**src/rtl/uart_tx_frame.sv**
```systemverilog
// UART transmit framer: start bit, LSB-first data, optional parity, one stop bit.
// Each bit is held for a programmable number of clock cycles.
module uart_tx_frame #(
  parameter int unsigned DATA_WIDTH     = 8,
  parameter int unsigned PRESCALE_WIDTH = 6
) (
  input  logic                      clk_strc,
  input  logic                      rst_strc,
  input  logic [DATA_WIDTH-1:0]     p_data,
  input  logic                      data_valid,
  input  logic                      par_en,
  input  logic                      par_typ,
  input  logic [PRESCALE_WIDTH-1:0] prescale,
  output logic                      tx_out,
  output logic                      busy
);

  localparam int unsigned IdxWidth = (DATA_WIDTH > 1) ? $clog2(DATA_WIDTH) : 1;

  typedef enum logic [2:0] {StIdle, StStart, StData, StParity, StStop} state_e;

  state_e                    state_q;
  logic [DATA_WIDTH-1:0]     data_q;
  logic                      par_en_q;
  logic                      par_bit_q;
  logic [PRESCALE_WIDTH-1:0] presc_q;
  logic [PRESCALE_WIDTH-1:0] cnt_q;
  logic [IdxWidth-1:0]       idx_q;

  logic                      bit_end;
  logic                      accept;
  logic [PRESCALE_WIDTH-1:0] presc_in;
  logic                      par_in;

  assign bit_end  = (cnt_q == presc_q - PRESCALE_WIDTH'(1));
  // A new word is taken when idle, or on the last stop cycle for gapless back-to-back frames.
  assign accept   = data_valid && ((state_q == StIdle) || ((state_q == StStop) && bit_end));
  assign presc_in = (prescale == '0) ? PRESCALE_WIDTH'(1) : prescale;
  assign par_in   = par_typ ? ~^p_data : ^p_data;

  always_ff @(posedge clk_strc or negedge rst_strc) begin
    if (!rst_strc) begin
      state_q   <= StIdle;
      data_q    <= '0;
      par_en_q  <= 1'b0;
      par_bit_q <= 1'b0;
      presc_q   <= '0;
      cnt_q     <= '0;
      idx_q     <= '0;
      tx_out    <= 1'b1;
      busy      <= 1'b0;
    end else if (accept) begin
      state_q   <= StStart;
      data_q    <= p_data;
      par_en_q  <= par_en;
      par_bit_q <= par_in;
      presc_q   <= presc_in;
      cnt_q     <= '0;
      idx_q     <= '0;
      tx_out    <= 1'b0;
      busy      <= 1'b1;
    end else begin
      unique case (state_q)
        StIdle: begin
          tx_out <= 1'b1;
          busy   <= 1'b0;
        end
        StStart: begin
          if (bit_end) begin
            cnt_q   <= '0;
            idx_q   <= '0;
            state_q <= StData;
            tx_out  <= data_q[0];
            data_q  <= data_q >> 1;
          end else begin
            cnt_q <= cnt_q + PRESCALE_WIDTH'(1);
          end
        end
        StData: begin
          if (bit_end) begin
            cnt_q <= '0;
            if (idx_q == IdxWidth'(DATA_WIDTH - 1)) begin
              if (par_en_q) begin
                state_q <= StParity;
                tx_out  <= par_bit_q;
              end else begin
                state_q <= StStop;
                tx_out  <= 1'b1;
              end
            end else begin
              idx_q  <= idx_q + IdxWidth'(1);
              tx_out <= data_q[0];
              data_q <= data_q >> 1;
            end
          end else begin
            cnt_q <= cnt_q + PRESCALE_WIDTH'(1);
          end
        end
        StParity: begin
          if (bit_end) begin
            cnt_q   <= '0;
            state_q <= StStop;
            tx_out  <= 1'b1;
          end else begin
            cnt_q <= cnt_q + PRESCALE_WIDTH'(1);
          end
        end
        StStop: begin
          if (bit_end) begin
            cnt_q   <= '0;
            state_q <= StIdle;
            busy    <= 1'b0;
            tx_out  <= 1'b1;
          end else begin
            cnt_q <= cnt_q + PRESCALE_WIDTH'(1);
          end
        end
        default: begin
          state_q <= StIdle;
          tx_out  <= 1'b1;
          busy    <= 1'b0;
        end
      endcase
    end
  end

endmodule

```
**config.mk**
```make
export PLATFORM = sky130hd
export DESIGN_NAME = uart_tx_frame
export DESIGN_NICKNAME = d
export VERILOG_FILES = /design/src/rtl/uart_tx_frame.sv
export SDC_FILE = /design/constraint.sdc
export NUM_CORES = 1
export LEC_CHECK = 0
export ABC_AREA = 1
export CAP_MARGIN = 20
export CORE_MARGIN = 2
export CORE_UTILIZATION = 40
export CTS_BUF_LIST = sky130_fd_sc_hd__clkbuf_16
export DETAILED_ROUTE_END_ITERATION = 8
export PLACE_DENSITY = 0.59
export RECOVER_POWER = 50
export SLEW_MARGIN = 20
export SYNTH_ARGS = -nofsm -noshare
export SYNTH_HDL_FRONTEND = slang
export SYNTH_SLANG_ARGS = --single-unit
```
**constraint.sdc**
```tcl
create_clock -name clk_strc -period 2 [get_ports clk_strc]
set_input_delay 0.4 -clock clk_strc [delete_from_list [all_inputs] [get_ports clk_strc]]
set_output_delay 0.4 -clock clk_strc [all_outputs]
set_load 0.005 [all_outputs]
```
Word-level counts from Yosys, hierarchy flattened. Index checks and enable logic that the tools add are counted.

$add $sub $neg: 3. Equal/unequal tests: 15. Multiplexer cells: 32. Reduce and logical (&&, ||, !) cells: 16.

Operator list (count): $mux W8 (4); $mux W3 (10); $mux W6 (4); $ne A3 B3 Y1 const B (6); $pmux W8 S2 (1); $pmux W3 S5 (1); $mux W1 (9); $reduce_xnor A8 Y1 (1); $reduce_xor A8 Y1 (1); $add A6 B1 Y6 const B (1); $eq A3 B2 Y1 const B (2); $eq A3 B3 Y1 const B (2); $eq A6 B6 Y1 (1); $logic_not A6 Y1 (1); $pmux W3 S2 (1); $reduce_and A6 Y1 (1); $sub A6 B1 Y6 const B (1); $reduce_and A4 Y1 (1); $reduce_or A4 Y1 (1); $add A3 B1 Y3 const B (1); $eq A3 B1 Y1 const B (1); $logic_not A3 Y1 (1); $ne A3 B1 Y1 const B (1); $pmux W1 S3 (1); 11 further kinds (12).

Register bits after elaboration: 30. Word-level logic and storage cells: 75.

Logic depth before layout (Yosys ltp).
Depth after elaboration: 7. Mapped depth: 15.

Least setup slack after synthesis. OpenSTA, ideal clock, no wires.

Path kind: flip-flop to flip-flop. Start: reg presc_q[0]. End: reg data_q[0]. Library setup time: 0.122 ns. Arrival time: 1.696 ns. Slack: 0.182 ns. Cell stages (with the launch flop): 15. Clock period less this slack: 1.818 ns. Path through: dfrtp_1 inv_2 ha_1 inv_1 nand2_1 nand2_1 nor2_1 nand2_1 nor2_2 nand3_4 nand2_2 nand2_2 buf_4 nand3_1 nand3_2.

Word-level cells in the longest chain between the ends: 7.

RTL lines: start, declared (RTL line 26) `logic [PRESCALE_WIDTH-1:0] presc_q;`; start signal, assigned (RTL line 57) `presc_q <= presc_in;`; $sub A6 B1 Y6 (*) (RTL line 35) `assign bit_end = (cnt_q == presc_q - PRESCALE_WIDTH'(1));`; $eq A6 B6 Y1 (*) (RTL line 35); $logic_and A1 B1 Y1 (RTL line 37) `assign accept = data_valid && ((state_q == StIdle) || ((state_q == StStop) && bit_end));`; $logic_or A1 B1 Y1 (RTL line 37); $logic_and A1 B1 Y1 (RTL line 37); $ne A3 B3 Y1 (no source line) / $reduce_bool A3 Y1 (equally long branches); $reduce_and A4 Y1 (no source line); end signal, assigned (RTL line 54) `data_q <= p_data;`; end signal, assigned (RTL line 74) `data_q <= data_q >> 1;`; end signal, assigned (RTL line 93) `data_q <= data_q >> 1;`; end, declared (RTL line 23) `logic [DATA_WIDTH-1:0] data_q;`.

Every way passes the cells marked *; elsewhere a longest branch is shown, timed or not. A chain may end at the register's enable or synchronous reset.

Final worst setup path.
Start: reg presc_q[1]. End: reg data_q[0].

Same word-level chain as after synthesis.

==> results by group <==
STA
  • Slew @ Worst Pin: 0.7843 ns
  • Skew final: 0.004874 ns
  • Final Worst Setup Slack: 0.1269 ns
  • # setup viols final: 0
  • Max Slew Vio Count: 0
  • Final Hold Vio Count: 0
  • Min Tclk post-route: 1.873 ns
  • Fin Setup TNS: 0 ns
  • Slew margin rel.: 47.71%
  • Post-route clock period utilization: 93.66%
  • Max Freq: 533.9 MHz

Routing
  • Post-detailed-route count of antenna-violating nets: 0
  • Routed length per instance: 11.64 µm
  • DRC Markers: 0
  • Via count: 1,712
  • Total wire length: 4.132 mm
  • Via density: 4.823
  • Starting DRC count in detailed routing: 123
  • 1st-pass router iterations: 4

Yosys
  • Mapped Avg Cell Area: 7.811 µm²
  • Register area share after synthesis: 37.75%
  • Yosys cell types: 31
  • Synth warn: 0
  • Synth Cell Area: 1992 µm²
  • Cells after synthesis: 255
  • Yosys reg bits: 30
  • Net count after synthesis: 278

Clock tree
  • CTS tree: done
  • Clk buf depth: 2
  • CTS Sinks: 30
  • H-tree level count: 2
  • CTS clock-pin slew for the worst setup and hold paths: 0.05 ns
  • Clock root buffer: clkbuf_16
  • Clock Latency Late Sink: 0.27 ns
  • Num CTS Buffers: 5

Critical path
  • R2R cell count: 14
  • Worst setup EP type: register
  • CP arrival: 2.03 ns
  • Kind of critical path: reg2reg
  • CP Launch Type: register
  • R2r setup slk: 0.13 ns
  • Critical Path RT: 2.16 ns
  • Crit-path max FO: 20
  • CP startpoint: presc_q[1]
  • Worst R2R Start: presc_q[1]

Hold path
  • Hold Path Class: reg2reg
  • Hold_sp: tx_out
  • Hold Path Depth: 2

Power
  • Pwr dens: 1356 nW/µm²
  • Lkg Pwr: 1.293 nW
  • Peak VDD IR: 0.4589 mV

Final layout
  • Layout Nets: 310
  • FILL cells: 475
  • Commonest non-fill, non-tap cell in the layout: nand2_1
  • Commonest non-fill, non-tap cells in the layout: nand2_1, nand3_1, dfrtp_1
  • Antenna diodes: 0
  • Area grow syn2layout: 26.44%
  • Share of cells above drive strength 1: 21.18%

Placement
  • DPL Wire Length: 3.023 mm
  • DP Worst Slack: 0.02720 ns
  • # port buffers: 20
  • Final GP Congestion: 0.7846

Status
  • Status: finished, final reports clean

GRT
  • Global-route wire length before repair: 7.182 mm
  • Largest net degree at the start of global routing: 31
  • GRT Resource Usage Total: 16.63%
  • Vias in the first global route: 1,659
  • Initial antenna violation count: 0
  • Total congestion overflow: 0

Floorplanning
  • I/O Pins: 21
  • Die width: 74.57 µm
  • Rows: 25
  • Die Span Y: 74.57 µm
  • Core area: 4755 µm²
  • Die Area: 5560 µm²
  • Initial core utilization: 41.89%

Job
  • Max cap viols: 0
-- cells by family (layout without fill, tap and decap cells) --
group | count (synthesis) | after routing | synth area share [%]
buf+inv | 39 | 72 | 8.919
flops | 30 | 30 | 37.75
xor+xnor | 10 | 10 | 4.397
compound gates | 18 | 18 | 5.025
simple gates | 154 | 154 | 41.39
fa+ha+maj | 4 | 4 | 2.513
-- layout make-up --
type | instances | area (µm²) | share of cell area, %
Clock buffer | 5 | 125.1 | 4.968
Clock inverter | 3 | 11.26 | 0.4471
Inverter | 32 | 122.6 | 4.868
Multi-Input combinational cell | 186 | 1086 | 43.12
Sequential cell | 30 | 752.0 | 29.86
Tap cell | 67 | 83.83 | 3.328
Timing Repair Buffer | 32 | 337.8 | 13.41
-- state kept, by name, summed over array words and instances (netlist names) --
signal	flops
par_bit_q	1
idx_q	3
par_en_q	1
tx_out	1
presc_q	6
cnt_q	6
busy	1
state_q	3
data_q	8
-- final timing paths --
check / end
setup / recovery: data_q[0]
hold / removal: tx_out
setup reg to reg: data_q[0]
hold reg to reg: tx_out
max in group asynchronous: busy
min in group asynchronous: presc_q[0]
-- stage by stage --
step / instances / area, µm² / total power [W] / hold WS [ns] / utilization (%)
2_1_floorplan: 255 / 1992 / 0.002202 / 0.1044 / -
3_3_place_gp: 345 / 2306 / 0.002574 / 0.4552 / 48.50
3_5_place_dp: 345 / 2306 / 0.002603 / 0.4577 / 48.50
4_1_cts: 353 / 2442 / 0.003316 / 0.4639 / 51.37
5_1_grt: 355 / 2519 / 0.003721 / 0.4747 / 52.97
6_report: 355 / 2519 / 0.003415 / 0.4635 / 52.97
-- cells in the mapped netlist, drive strengths merged --
library cell  instances  area share, %
a21oi                 8            2.0
a31o                  1           0.44
buf                   6            2.7
clkbuf                1           0.19
dfrtp                29             36
dfstp                 1            1.3
ha                    4            2.5
inv                  32            6.0
nand2                70             14
nand3                52             18
nand3b                1           0.57
nand4                 4            1.3
nor2                 22            5.2
nor3                  3            1.9
nor3b                 1           0.38
o211ai                1           0.38
o21ai                 8            2.2
or2                   1           0.31
xnor2                 5            2.2
xor2                  5            2.2
-- where the power goes --
group,internal [W],leakage [nW],switching [W]
Clock,0.000446,0.0776,0.000250
Combinational,0.000707,0.841,0.000939
Sequential,0.000851,0.374,0.000223
-- layer usage --
layer / vias up / wire length (µm) / global-route usage, %
li1: 886 / - / -
met1: 800 / 2009 / 21.85
met2: 22 / 1982 / 27.63
met3: 4 / 101 / 3.659
met4: 0 / 39 / 4.762
met5: - / 0 / 0
-- critical path, cell delays in order (launching register included) --
cell and delay, ns:
dfrtp_1 0.37, inv_1 0.06, ha_2 0.32, inv_1 0.04, nand2_1 0.05, nand2_1 0.04
nor2_1 0.08, nand2_1 0.07, nor2_2 0.12, nand3_4 0.09, nand2_2 0.10, nand2_4 0.09
buf_12 0.18, nand3_1 0.08, nand3_2 0.07
-- timing repair --
action,CTS,global route
setup endpoints to repair,0,26
buffers inserted,0,1
resized for setup,0,12
hold endpoints to repair,0,0
hold buffers,0,0
Power figures use the tool's default switching activity.
